**config.mk**
```make
export PLATFORM = sky130hd
export DESIGN_NAME = uart_deserialized
export DESIGN_NICKNAME = d
export VERILOG_FILES = /design/src/rtl/uart_deserialized.sv
export SDC_FILE = /design/constraint.sdc
export NUM_CORES = 1
export LEC_CHECK = 0
export CORE_ASPECT_RATIO = 1.25
export CORE_MARGIN = 8
export CORE_UTILIZATION = 44
export DETAILED_ROUTE_END_ITERATION = 8
export DONT_BUFFER_PORTS = 1
export MAX_ROUTING_LAYER = met4
export SYNTH_ARGS = -nofsm -noshare
export SYNTH_HDL_FRONTEND = slang
export SYNTH_SLANG_ARGS = --single-unit
```
**constraint.sdc**
```tcl
create_clock -name clk -period 3.1 [get_ports clk]
set_input_delay 0.465 -clock clk [delete_from_list [all_inputs] [get_ports clk]]
set_output_delay 0.465 -clock clk [all_outputs]
set_load 0.01 [all_outputs]
```
**src/rtl/uart_deserialized.sv**
```systemverilog
// uart_deserialized
// Receives 8N1 bytes from the host RX line and assembles them, first byte in
// the least significant lane, into a DATA_WIDTH_BYTES-wide frame that ends
// with a TERMINATOR byte.
//
// Ports
//   clk          system clock, rising edge
//   reset        synchronous, active-high reset
//   rx_in        asynchronous UART RX line, idles high
//   data_out     last good frame payload, byte k in bits [8k+7:8k]
//   data_valid   one-cycle pulse when data_out is updated
//   frame_error  one-cycle pulse when a frame or byte is rejected
//   byte_valid   one-cycle pulse for every correctly framed byte
//   rx_byte      last correctly framed byte, updated with byte_valid
//   busy         high while the bit FSM is outside IDLE
//
// State | meaning
// IDLE    | waiting for a low level on the synchronized line
// START   | half-bit wait, then confirm the start bit (high = glitch)
// DATA    | sample 8 data bits, LSB first, one per bit period
// STOP    | sample stop bit; byte accepted or framing error
// CLEANUP | one settle cycle before returning to IDLE
module uart_deserialized #(
  parameter int unsigned     CLKS_PER_BIT     = 2604,
  parameter int unsigned     DATA_WIDTH_BYTES = 4,
  parameter logic [7:0]      TERMINATOR       = 8'h0A
) (
  input  logic                          clk,
  input  logic                          reset,
  input  logic                          rx_in,
  output logic [8*DATA_WIDTH_BYTES-1:0] data_out,
  output logic                          data_valid,
  output logic                          frame_error,
  output logic                          byte_valid,
  output logic [7:0]                    rx_byte,
  output logic                          busy
);

  localparam int unsigned CNTW = $clog2(CLKS_PER_BIT);
  localparam int unsigned BCW  = $clog2(DATA_WIDTH_BYTES + 1);
  localparam logic [CNTW-1:0] BIT_LAST  = CNTW'(CLKS_PER_BIT - 1);
  localparam logic [CNTW-1:0] HALF_LAST = CNTW'(CLKS_PER_BIT / 2 - 1);
  localparam logic [BCW-1:0]  FULL_CNT  = BCW'(DATA_WIDTH_BYTES);

  typedef enum logic [2:0] {
    IDLE, START, DATA, STOP, CLEANUP
  } state_t;

  state_t                        state_q;
  logic                          rx_meta_q, rx_s_q;
  logic [CNTW-1:0]               clk_cnt_q;
  logic [2:0]                    bit_idx_q;
  logic [7:0]                    shift_q;
  logic [BCW-1:0]                byte_cnt_q;
  logic                          discard_q;
  logic [8*DATA_WIDTH_BYTES-1:0] stage_q;
  logic [8*DATA_WIDTH_BYTES-1:0] data_out_q;
  logic                          data_valid_q, frame_error_q, byte_valid_q;
  logic [7:0]                    rx_byte_q;

  always_ff @(posedge clk) begin
    if (reset) begin
      state_q       <= IDLE;
      // Preset high so releasing reset never looks like a start bit.
      rx_meta_q     <= 1'b1;
      rx_s_q        <= 1'b1;
      clk_cnt_q     <= '0;
      bit_idx_q     <= '0;
      shift_q       <= '0;
      byte_cnt_q    <= '0;
      discard_q     <= 1'b0;
      stage_q       <= '0;
      data_out_q    <= '0;
      data_valid_q  <= 1'b0;
      frame_error_q <= 1'b0;
      byte_valid_q  <= 1'b0;
      rx_byte_q     <= '0;
    end else begin
      rx_meta_q     <= rx_in;
      rx_s_q        <= rx_meta_q;
      data_valid_q  <= 1'b0;
      frame_error_q <= 1'b0;
      byte_valid_q  <= 1'b0;

      case (state_q)
        IDLE: begin
          clk_cnt_q <= '0;
          if (!rx_s_q) state_q <= START;
        end

        START: begin
          if (clk_cnt_q == HALF_LAST) begin
            clk_cnt_q <= '0;
            if (!rx_s_q) begin
              state_q   <= DATA;
              bit_idx_q <= '0;
            end else begin
              state_q <= IDLE;
            end
          end else begin
            clk_cnt_q <= clk_cnt_q + CNTW'(1);
          end
        end

        DATA: begin
          if (clk_cnt_q == BIT_LAST) begin
            clk_cnt_q          <= '0;
            shift_q[bit_idx_q] <= rx_s_q;
            if (bit_idx_q == 3'd7) state_q <= STOP;
            else                   bit_idx_q <= bit_idx_q + 3'd1;
          end else begin
            clk_cnt_q <= clk_cnt_q + CNTW'(1);
          end
        end

        STOP: begin
          if (clk_cnt_q == BIT_LAST) begin
            clk_cnt_q <= '0;
            state_q   <= CLEANUP;
            if (rx_s_q) begin
              byte_valid_q <= 1'b1;
              rx_byte_q    <= shift_q;
              // Frame assembly runs only on a good byte.
              if (discard_q) begin
                if (shift_q == TERMINATOR) begin
                  discard_q  <= 1'b0;
                  byte_cnt_q <= '0;
                end
              end else if (shift_q == TERMINATOR) begin
                if (byte_cnt_q == FULL_CNT) begin
                  data_out_q   <= stage_q;
                  data_valid_q <= 1'b1;
                end else begin
                  frame_error_q <= 1'b1;
                end
                byte_cnt_q <= '0;
              end else if (byte_cnt_q == FULL_CNT) begin
                // Overlong: drop everything up to the next terminator.
                frame_error_q <= 1'b1;
                discard_q     <= 1'b1;
                byte_cnt_q    <= '0;
              end else begin
                for (int k = 0; k < int'(DATA_WIDTH_BYTES); k++) begin
                  if (byte_cnt_q == BCW'(k)) stage_q[8*k +: 8] <= shift_q;
                end
                byte_cnt_q <= byte_cnt_q + BCW'(1);
              end
            end else begin
              frame_error_q <= 1'b1;
              byte_cnt_q    <= '0;
              discard_q     <= 1'b1;
            end
          end else begin
            clk_cnt_q <= clk_cnt_q + CNTW'(1);
          end
        end

        CLEANUP: state_q <= IDLE;

        default: state_q <= IDLE;
      endcase
    end
  end

  assign data_out    = data_out_q;
  assign data_valid  = data_valid_q;
  assign frame_error = frame_error_q;
  assign byte_valid  = byte_valid_q;
  assign rx_byte     = rx_byte_q;
  assign busy        = (state_q != IDLE);

endmodule

```
# Word-level counts from Yosys, hierarchy flattened
# Cells that the tools add are included.
# word_totals
mem_bits_rw	0
inputBits	3
mem_count	0
ff_bits	107
elab_cells	100
out_inout_bits	44
latch_bits	0
romBits	0
# op_classes
mux	33
shifts	0
n_reduce_logical	20
div	0
n_mul	0
add_sub_neg	3
n_lt_le_gt_ge	2
bitwise_logic	6
n_eq_ne	19
# ops
cell	n
$mux W3	14
$pmux W12 S3	1
$reduce_and A7 Y1	4
$mux W12	2
$ne A2 B2 Y1 const B	7
$add A12 B1 Y12 const B	1
$eq A12 B11 Y1 const B	1
$eq A12 B12 Y1 const B	1
$eq A3 B2 Y1 const B	4
$pmux W3 S4	1
$mux W1	11
$reduce_and A5 Y1	2
$bwmux W8	1
$eq A8 B4 Y1 const B	1
$add A3 B1 Y3 const B	2
$eq A3 B1 Y1 const B	2
$eq A3 B3 Y1 const B	2
$logic_not A3 Y1	2
$not A1 Y1	6
$pmux W3 S2	1
$reduce_and A3 Y1	2
$reduce_and A6 Y1	1
$reduce_bool A3 Y1	2
$reduce_or A6 Y1	1
10 further kinds	11

# Longest topological paths before layout
# depth
word_depth	5
ltp_mapped	9
ltp_nobuf	8

# Worst setup path before layout
# Ideal clock, no wire load.
# synth_path
path_type	register to register
startpoint	reg clk_cnt_q[0]
endpoint	reg data_out_q[10] (netlist: data_out[10])
t_arrival_ns	2.109
setup_time_ns	0.143
required_time_ns	2.957
path_stages_with_launch	10
n_path_buf	3
path_slack_ns	0.848
period_less_slack_ns	2.252
path_cell_list	dfxtp_1 > ha_1 > nor4b_1 > nand4_1 > buf_2 > or4_4 > buf_6 > buf_12 > nand2_2 > a21oi_2
# synth_via
elab_chain_len	2
# synth_rtl
element	line_no	source
start: declaration	51	logic [CNTW-1:0] clk_cnt_q;
start signal: assignment	101	clk_cnt_q <= clk_cnt_q + CNTW'(1);
start signal: assignment	112	clk_cnt_q <= clk_cnt_q + CNTW'(1);
start signal: assignment	154	clk_cnt_q <= clk_cnt_q + CNTW'(1);
$eq A12 B12 Y1	117	if (clk_cnt_q == BIT_LAST) begin
$reduce_and A6 Y1 (no line)	n/a	
end signal: assignment	131	data_out_q <= stage_q;
end: declaration	57	logic [8*DATA_WIDTH_BYTES-1:0] data_out_q;
# Every way passes these cells.
# A chain may end at the register's enable or synchronous reset.

# Final worst setup path
# layout_path
startpoint	reg clk_cnt_q[0]
endpoint	reg bit_idx_q[0]
# layout_via
elab_chain_len	3
word_cells_on_any_way	5
cone_classes	eq/ne (4); reduce/logical (1)
# layout_rtl
element	line_no	source
$eq A12 B12 Y1 or $eq A12 B11 Y1 (tied branches)	106, 92	
$ne A2 B2 Y1 (no line)	n/a	
$reduce_and A5 Y1 (no line) *	n/a	
end signal: assignment	110	else bit_idx_q <= bit_idx_q + 3'd1;
end: declaration	52	logic [2:0] bit_idx_q;
# Mark *: on every way between the ends. The rest lies on a longest branch, timed or not.

==> results.tsv <==
stage	metric	value	unit
outcome	status	complete, no violations	
final_layout	drive_above_1_share	0.197	
sta	finalHoldViolCount	0	
global_routing	grt_usage	0.154	
sta	drv_slew	0	
detailed_routing	routedWlPerCell	16.4	um
sta	holdWs	185	ps
final_layout	areaGrowthSynthToFinish	7.46	%
worst_hold_path	hold_start	reset	
detailed_routing	drc_errors	0	
worst_setup_path	critPathMaxStageDelay	870	ps
worst_hold_path	holdPathStages	1	
placement	numPortBuffers	0	
sta	worst_pin_slew	849	ps
synth	synthFlopType	dfxtp_1	
clock_tree	cts_buffers	9	
final_layout	multi_input_area	2310	um2
detailed_routing	drt_pre_antenna_iters	4	
power	p_per_area	503	nW/um2
synth	synthesis.area	4660	um2
synth	synth_top_family_by_area	simple AND/OR/NAND/NOR gates	
clock_tree	post_cts_buffers	0	
synth	synth_commonest_cells	dfxtp_1, nor2_1, mux2i_1, nand2_1	
worst_setup_path	path_class	reg -> reg	
final_layout	diodes	0	
worst_hold_path	min_path_type	in -> reg	
final_layout	fin_nets	497	
synth	muxShareOfSynthArea	0.108	
synth	synth-edff-count	0	
synth	synth_fa_ha_area_frac	0.0295	
sta	setup_viol	0	
worst_hold_path	whs_endpoint	clk_cnt_q[9]	
final_layout	final_cells	620	
worst_setup_path	ff2ff_setup_slack	440	ps
synth	synth_xor_area_frac	0	
worst_setup_path	slowest_stage	a2111oi_0	
sta	max_freq	376	MHz
final_layout	fillers	1009	
sta	max-slew-margin-rel	0.419	
final_layout	ff_latch_area	2140	um2
clock_tree	clock_latency	350	ps
worst_setup_path	critical_path_arrival	2950	ps
detailed_routing	met1_length	4530	um
synth	synth_nets	505	
sta	tns	0	ps
floorplanning	io_pins	47	
global_routing	grt_antenna_before_repair	0	
synth	synth_compound_area_frac	0.117	
synth	synth_simple_gate_area_share	0.241	
clock_tree	clock-sinks	107	
synth	ys_seq_area_frac	0.459	
placement	placed_cells	604	
global_routing	grt_pass1_vias	3354	
global_routing	grt_max_degree	103	
floorplanning	die_area	14200	um2
clock_tree	ctsHtreeMaxLevel	3	
global_routing	grt_pass1_wl	16900	um
clock_tree	cts_resized	0	
synth	synth_top_area_share	0.459	
placement	place_congestion	0.834	
floorplanning	die_y	131	um
clock_tree	cts_hold_buf	0	
sta	rsz0062_at_grt	false	
synth	ys_types	50	
synth	yosysTopAreaCell	dfxtp_1	
detailed_routing	routed_wl	10200	um
synth	async_flop_share	0	
synth	synthTopCellsByArea	dfxtp_1, mux2i_1, a21oi_2	
sta	finClkSkew	7.85	ps
worst_setup_path	reg2reg_depth	5	
sta	fin_crit_sh	0.859	
detailed_routing	drtIter0Drc	140	
final_layout	final_util	0.479	
detailed_routing	antenna_left	0	
worst_setup_path	critPathMaxFanout	9	
detailed_routing	wl_met3	422	um
worst_setup_path	crit_path_end_kind	flip-flop	
worst_setup_path	r2r_start	clk_cnt_q[0]	
power	ir_worst_vdd	0.246	mV
placement	place_hpwl	6760	um
clock_tree	cts_tree	yes	
synth	synth-seq-cells	107	
floorplanning	start_util	0.446	
worst_setup_path	cp.required	3390	ps
detailed_routing	num_vias	3422	
detailed_routing	via_per_inst	5.52	
synth	yosysWarnings	0	
worst_setup_path	path_cells	ha_1, nor4bb_1, nand4_1, a2111oi_0, mux2_2	
floorplanning	core	10500	um2
clock_tree	cts_buffer_depth	2	
floorplanning	row_count	42	
worst_setup_path	cp-start-kind	flip-flop	
worst_setup_path	reg2reg_to	bit_idx_q[0]	
global_routing	overflow	0	
sta	min_period	2660	ps
detailed_routing	wl_met2	5110	um
synth	post-synth-top-count-cell	dfxtp_1	
clock_tree	clkTransAtPathRegs	70	ps
power	p_leak	1.68	nW
detailed_routing	highest_layer	met4	
synth	syn_avg_cell_area	9.49	um2
clock_tree	cts_root_buf	clkbuf_16	
floorplanning	die_w	108	um
job	cap_violations	0	
synth	synthCells	491	
-- metrics by stage --
| step | cell area, um2 | setup slack [ps] | power, W |
|---|---|---|---|
| floorplan | 4660 | 848 | 0.00144 |
| global placement | 4720 | 491 | 0.00143 |
| detailed placement | 4720 | 465 | 0.00143 |
| CTS | 5010 | 445 | 0.00254 |
| global route | 5010 | 83.5 | 0.00260 |
| finish | 5010 | 437 | 0.00252 |
-- flip-flops by register name, summed over array words and instances (netlist names), 3 cells and up --
register    cells
shift_q         8
byte_cnt_q      3
stage_q        32
clk_cnt_q      12
bit_idx_q       3
rx_byte         8
data_out       32
state_q         3
-- power by group --
part	total (W)	internal, W	switching (W)
logic	0.0000153	0.00000589	0.00000938
clock network	0.00112	0.000582	0.000543
registers	0.00138	0.00137	0.00000350
total	0.00252	0.00196	0.000556
-- kinds of logic after synthesis --
family	count (synthesis)
adder cells (fa/ha/maj)	11
AO/OA/AOI/OAI	73
AND/OR/NAND/NOR	212
multiplexers	50
buffers and inverters	38
flip-flops	107
-- routing by layer --
| layer | global-route usage | up-vias |
|---|---|---|
| li1 | - | 1701 |
| met1 | 0.178 | 1648 |
| met2 | 0.255 | 65 |
| met3 | 0.0323 | 8 |
| met4 | 0.0622 | 0 |
| met5 | - | - |
-- worst max-delay path: cells and delay by family (launching register included) --
family | cells | cell delay, ps
flops | 1 | 400
fa+ha+maj | 1 | 260
compound gates | 1 | 870
simple gates | 2 | 790
mux | 1 | 290
-- placed cells by master (no fill, tap or decap), drive strengths merged, types with 2 or more instances in the layout --
cell    synthesis  final
a211oi          2      2
a21oi          38     38
a221oi          2      2
a22o            3      3
a31oi          15     15
and3            5      5
and3b           2      2
and4b           2      2
buf            10      8
clkbuf         17     10
clkinv          0      2
dfxtp         107    107
ha             11     11
inv            11     14
mux2i          49     49
nand2          79     79
nand2b          3      3
nand3           9      9
nand4           8      8
nor2           59     59
nor2b           4      4
nor3            4      4
nor3b           2      2
nor4            5      5
nor4b           7      7
nor4bb          3      3
o21ai           5      5
or2             4      4
or3             9      9
or4             5      5
-- worst max-delay path by stage --
stage / startpoint / end
3_5_place_dp: clk_cnt_q[0] / bit_idx_q[0]
5_1_grt: clk_cnt_q[0] / bit_idx_q[0]
2_1_floorplan: clk_cnt_q[0] / data_out[10]
6_report: clk_cnt_q[0] / bit_idx_q[0]
4_1_cts: clk_cnt_q[0] / bit_idx_q[0]
3_3_place_gp: shift_q[3] / data_out[0]
-- final cells by class --
| cell class | instances | share of cell area |
|---|---|---|
| clock inverters | 6 | 0.0107 |
| repair buffers | 8 | 0.0120 |
| clock buffers | 10 | 0.0477 |
| well taps | 132 | 0.0330 |
| multi-input cells | 346 | 0.461 |
| inverters | 11 | 0.00824 |
| flip-flops and latches | 107 | 0.428 |
No activity file was read; power rests on OpenSTA's default activity.
